File: config.mk
export PLATFORM = sky130hd
export DESIGN_NAME = przesuniecie_lewo_sekw
export DESIGN_NICKNAME = d
export VERILOG_FILES = /design/src/rtl/przesuniecie_lewo_sekw.sv
export SDC_FILE = /design/constraint.sdc
export NUM_CORES = 1
export LEC_CHECK = 0
export BUFFER_PORTS_ARGS = -buffer_cell sky130_fd_sc_hd__buf_2
export CORE_MARGIN = 2
export CORE_UTILIZATION = 33
export CTS_CLUSTER_DIAMETER = 80
export DETAILED_ROUTE_END_ITERATION = 7
export GPL_TIMING_DRIVEN = 0
export RECOVER_POWER = 25
export SLEW_MARGIN = 20
export SYNTH_ARGS = -nofsm -noshare
export SYNTH_HDL_FRONTEND = slang
export SYNTH_SLANG_ARGS = --single-unit
File: constraint.sdc
create_clock -name i_clk -period 2.6 [get_ports i_clk]
set_clock_uncertainty 0.1 [all_clocks]
set_input_delay 0.39 -clock i_clk [delete_from_list [all_inputs] [get_ports i_clk]]
set_output_delay 0.39 -clock i_clk [all_outputs]
set_load 0.005 [all_outputs]
File: src/rtl/przesuniecie_lewo_sekw.sv
// ---------------------------------------------------------------------------
// przesuniecie_lewo_sekw
// Sequential arithmetic left shift: the signed operand i_arg_A is shifted left
// by s = ~i_arg_B bits, one bit per clock. A negative s rejects the operation
// (o_error). o_overflow reports that the true shifted value does not fit in
// BITS signed bits.
//
// Handshake (start / busy / valid):
//   - i_start is sampled only while the unit is idle (o_busy=0, o_valid=0).
//     A start seen while busy or while the result is being presented is
//     dropped, not queued.
//   - o_busy is high from the accepting edge until the edge that produces the
//     result.
//   - o_valid is a single-cycle pulse. While it is high, o_result, o_error
//     and o_overflow describe the operation that just finished. Those three
//     outputs then hold their values until the next accepted start.
//   - o_dbg_state exposes the FSM state (0=IDLE, 1=SHIFT, 2=DONE).
// ---------------------------------------------------------------------------
module przesuniecie_lewo_sekw #(
  parameter int BITS = 32
) (
  input  logic            i_clk,
  input  logic            i_rst_n,
  input  logic            i_start,
  input  logic [BITS-1:0] i_arg_A,
  input  logic [BITS-1:0] i_arg_B,
  output logic [BITS-1:0] o_result,
  output logic            o_valid,
  output logic            o_busy,
  output logic            o_error,
  output logic            o_overflow,
  output logic [1:0]      o_dbg_state
);

  localparam int CNT_W = $clog2(BITS + 1);

  // BITS as a BITS-wide vector, so the shift amount is compared at matching width.
  localparam logic [BITS-1:0] BITS_V  = BITS'(BITS);
  localparam logic [CNT_W-1:0] CNT_MAX = CNT_W'(BITS);

  typedef enum logic [1:0] {
    IDLE  = 2'd0,
    SHIFT = 2'd1,
    DONE  = 2'd2
  } state_t;

  state_t state;
  state_t state_nxt;

  logic [BITS-1:0]  shreg;
  logic [CNT_W-1:0] cnt;

  // Decoded shift amount for the operand currently on the bus.
  logic [BITS-1:0]  shamt;
  logic             shamt_neg;
  logic             shamt_big;
  logic [CNT_W-1:0] cnt_load;
  logic             accept;
  logic             cnt_zero;
  logic             sign_change;

  // Shift-amount decode: s = ~B as a signed value. Amounts of BITS or more
  // clear every bit anyway, so the counter is clamped to BITS.
  always_comb begin
    shamt     = ~i_arg_B;
    shamt_neg = shamt[BITS-1];
    shamt_big = (shamt >= BITS_V);
    cnt_load  = '0;
    if (shamt_big) begin
      cnt_load = CNT_MAX;
    end else begin
      cnt_load = shamt[CNT_W-1:0];
    end
  end

  // Control qualifiers shared by the FSM and the datapath.
  always_comb begin
    accept      = (state == IDLE) && i_start;
    cnt_zero    = (cnt == '0);
    // Shifting loses the sign whenever the two top bits differ.
    sign_change = shreg[BITS-1] ^ shreg[BITS-2];
  end

  // State register.
  always_ff @(posedge i_clk or negedge i_rst_n) begin
    if (!i_rst_n) begin
      state <= IDLE;
    end else begin
      state <= state_nxt;
    end
  end

  // Next-state logic: IDLE -> SHIFT on accept, SHIFT -> DONE once the counter
  // reaches zero, DONE -> IDLE after one presentation cycle.
  always_comb begin
    state_nxt = state;
    unique case (state)
      IDLE: begin
        if (accept) begin
          state_nxt = SHIFT;
        end
      end
      SHIFT: begin
        if (cnt_zero) begin
          state_nxt = DONE;
        end
      end
      DONE: begin
        state_nxt = IDLE;
      end
      default: begin
        state_nxt = IDLE;
      end
    endcase
  end

  // Handshake outputs are decoded from the state.
  always_comb begin
    o_valid     = (state == DONE);
    o_busy      = (state == SHIFT);
    o_dbg_state = state;
  end

  // Datapath: operand load on accept, one shift per SHIFT cycle, result
  // capture when the count is exhausted.
  always_ff @(posedge i_clk or negedge i_rst_n) begin
    if (!i_rst_n) begin
      shreg      <= '0;
      cnt        <= '0;
      o_result   <= '0;
      o_error    <= 1'b0;
      o_overflow <= 1'b0;
    end else begin
      unique case (state)
        IDLE: begin
          if (accept) begin
            o_overflow <= 1'b0;
            if (shamt_neg) begin
              // Rejected: run an empty shift so the result reads as zero.
              o_error <= 1'b1;
              shreg   <= '0;
              cnt     <= '0;
            end else begin
              o_error <= 1'b0;
              shreg   <= i_arg_A;
              cnt     <= cnt_load;
            end
          end
        end
        SHIFT: begin
          if (!cnt_zero) begin
            if (sign_change) begin
              o_overflow <= 1'b1;
            end
            shreg <= {shreg[BITS-2:0], 1'b0};
            cnt   <= cnt - 1'b1;
          end else begin
            o_result <= shreg;
          end
        end
        DONE: begin
          shreg <= shreg;
        end
        default: begin
          shreg <= shreg;
        end
      endcase
    end
  end

endmodule

==> flow_summary_export.csv <==
group,metric,value,unit
outcome,status,"completed",
sta,rsz0062_at_grt,"false",
sta,post-route-period-util,0.906,
sta,tightest_slew,1.41,ns
clocking,clkLatencyLatePin,0.34,ns
setup_path,crit_start,"o_dbg_state[1]$_DFFE_PN0P_",
synth,seq_area_frac_synth,0.527,
global_routing,met1_usage,0.227,
cells_and_area,stdcell_count,578,
clocking,clk_path_buf_depth,2,
power,power.density,1110,nW/um^2
synth,synthArstFlopShare,1.00,
synth,synthCells,321,
sta,slew_headroom,0.0574,
global_routing,use_met3,0.0395,
sta,slew_viol_final,0,
routing,drtPass1Iterations,4,
global_routing,busiest_layer,"met2",
floorplanning,initial_core_util,0.341,
setup_path,rr_worst_depth,8,
global_routing,grt_max_degree,53,
cells_and_area,final_cell_mix,"buf_2, dfrtp_1, nand2_1",
setup_path,r2r_slack,0.41,ns
power,p_leak,2.35,nW
power,swShare,0.364,
setup_path,worst_ep_arrival_time,1.86,ns
power,vdd_drop_max,0.477,mV
setup_path,required,2.11,ns
synth,synth_flop_cell,"dfrtp_1",
setup_path,worst_setup_path_end_kind,"output port",
cells_and_area,antenna_cells,0,
clocking,cts_max_level,3,
cells_and_area,drive_gt1_frac,0.364,
floorplanning,die_width,107,um
routing,wl_per_cell,15.0,um
routing,drc,0,
routing,vias_per_cell,4.97,
power,power_switching,1.80,mW
sta,finalHoldViolCount,0,
min_path,hold_class,"input pin to flip-flop",
power,seqPwrFrac,0.373,
floorplanning,ios,105,
setup_path,crit_end,"o_busy",
routing,drtIter0Drc,90,
synth,synth_seq_cells,74,
setup_path,reg2reg_to,"shreg[20]$_DFFE_PN0P_",
clocking,cts_made_buffers,9,
synth,syn_area,3520,um^2
global_routing,antenna_found_initial,0,
synth,synth_edf_count,0,
floorplanning,rows,37,
routing,ant_nets,0,
power,p_clk_frac,0.214,
setup_path,crit_type,"flip-flop to output port",
power,p_int,3.15,mW
setup_path,crit_fanout,10,
place,globalplace.congestion,0.800,
synth,ys_types,44,
global_routing,grt-ovfl-total,0,
routing,num_vias,2870,
global_routing,met2_usage,0.246,
synth,syn_area_per_cell,11.0,um^2
sta,fin_crit,2.35,ns
floorplanning,dieArea,11500,um^2
cells_and_area,fillers,1003,
synth,syn_nets,390,
clocking,cts-root-buf,"clkbuf_8",
global_routing,grt_pass1_vias,2731,
cells_and_area,mostFrequentLayoutCell,"buf_2",
flow_run,max-cap-violations,0,
place,hpwl,6250,um
floorplanning,core-area,10300,um^2
sta,fmax,0.425,GHz
global_routing,grt_use_total,0.161,
min_path,hold_start,"i_arg_B[2]",
setup_path,cp-start-kind,"flip-flop",
clocking,cts_setup_buffers,0,
sta,finalSetupViolations,0,
cells_and_area,syn_to_final_growth,27.3,%
routing,postRouteWirelength,8660,um
place,dp_cells,562,
clocking,cts_tree,"done",
power,pwr-share-comb,0.413,
setup_path,r2r-start,"cnt[0]$_DFFE_PN0P_",
floorplanning,die_h,107,um
synth,ys_warn_count,0,
global_routing,grt_pass1_wl,14400,um
clocking,cts_sinks,74,
place,io_buffers,104,
sta,tns,0,ns
cells_and_area,nets,507,
clocking,clk_pin_slew,0.08,ns
worst max-delay path, cell delays in order (launching register included):
cell      delay (ns)
dfrtp_1         0.43
nand2b_1        0.16
buf_2           0.19
inv_2           0.14
clkbuf_1        0.40
buf_2           0.21
repair_timing:
action	CTS	global route
resized for setup	0	0
setup endpoints to repair	0	0
hold buffers	1	0
endpoints found under the hold margin	22	0
routing by layer:
layer  wire [um]  up-vias
li1            -     1378
met5           0        -
met1        4090     1359
met3         641       12
met4         115        0
met2        3810      121
state kept, by name, summed over array words and instances (netlist names):
signal,cells
o_dbg_state,2
o_result,32
o_error,1
cnt,6
o_overflow,1
shreg,32
worst min path at each step:
stage,endpoint,slack (ns),depth (start not counted)
after floorplan,cnt[0]$_DFFE_PN0P_,-0.006,0
after global placement,o_error$_DFFE_PN0P_,0.36,2
after detailed placement,o_result[27]$_DFFE_PN0P_,0.22,1
after CTS,cnt[2]$_DFFE_PN0P_,0.11,2
after global routing,cnt[4]$_DFFE_PN0P_,0.10,2
final,cnt[2]$_DFFE_PN0P_,0.12,2
synthesized netlist by cell type (2+ instances only):
cell	instances	area, um^2
dfrtp_1	74	1850
nand2_1	38	143
a21oi_1	34	170
and3_1	31	194
mux2_4	29	435
o21ai_0	27	135
clkbuf_1	12	45.0
inv_1	7	26.3
nand4_1	6	37.5
o21ai_1	6	30.0
buf_2	3	15.0
buf_4	3	22.5
buf_6	3	33.8
mux2_1	3	33.8
nand2b_1	3	18.8
nand3_1	3	15.0
o311ai_1	3	26.3
a211oi_1	2	15.0
a22oi_1	2	15.0
a31oi_1	2	12.5
ha_1	2	25.0
nor2_1	2	7.51
nor2b_1	2	12.5
nor3b_1	2	15.0
o31ai_1	2	15.0
o41ai_1	2	17.5
power groups by stage:
| stage | Clock, mW | Combinational [mW] | Sequential, mW |
|---|---|---|---|
| 6_report | 1.06 | 2.04 | 1.85 |
| 5_1_grt | 1.14 | 2.30 | 1.91 |
| 4_1_cts | 1.09 | 2.06 | 1.85 |
| 3_5_place_dp | 0 | 2.06 | 1.87 |
| 3_3_place_gp | 0 | 1.99 | 1.86 |
| 2_1_floorplan | 0 | 1.41 | 1.82 |
layout make-up:
cell class              count  area [um^2]  area share
inverters                   8         30.0     0.00671
repair buffers            106          557       0.124
plain buffers              22          120      0.0268
multi-input cells         217         1510       0.338
clock inverters             5          104      0.0232
flip-flops and latches     74         1850       0.414
well taps                 136          170      0.0380
clock buffers              10          128      0.0285
per-stage QoR:
step / power [mW] / setup WS, ns / hold WS [ns] / area [um^2] / util
5_1_grt: 5.35 / 0.0733 / 0.102 / 4470 / 0.433
6_report: 4.95 / 0.246 / 0.124 / 4470 / 0.433
3_3_place_gp: 3.85 / 0.510 / 0.365 / 4210 / 0.407
3_5_place_dp: 3.92 / 0.406 / 0.222 / 4240 / 0.410
2_1_floorplan: 3.23 / 0.718 / -0.00559 / 3520 / -
4_1_cts: 5.00 / 0.214 / 0.107 / 4480 / 0.434
kinds of logic (layout without fill, tap and decap cells):
group,Yosys count,after routing,synth area share
DFF,74,74,0.527
and+or+nand+nor,95,95,0.146
buffers and inverters,30,151,0.0427
AOI/OAI and AO/OA,87,87,0.141
muxes,32,32,0.133
xor gates and xnor gates,1,1,0.00249
adders and majority gates,2,2,0.00712
Note: power is estimated with default switching activity, not from simulation.
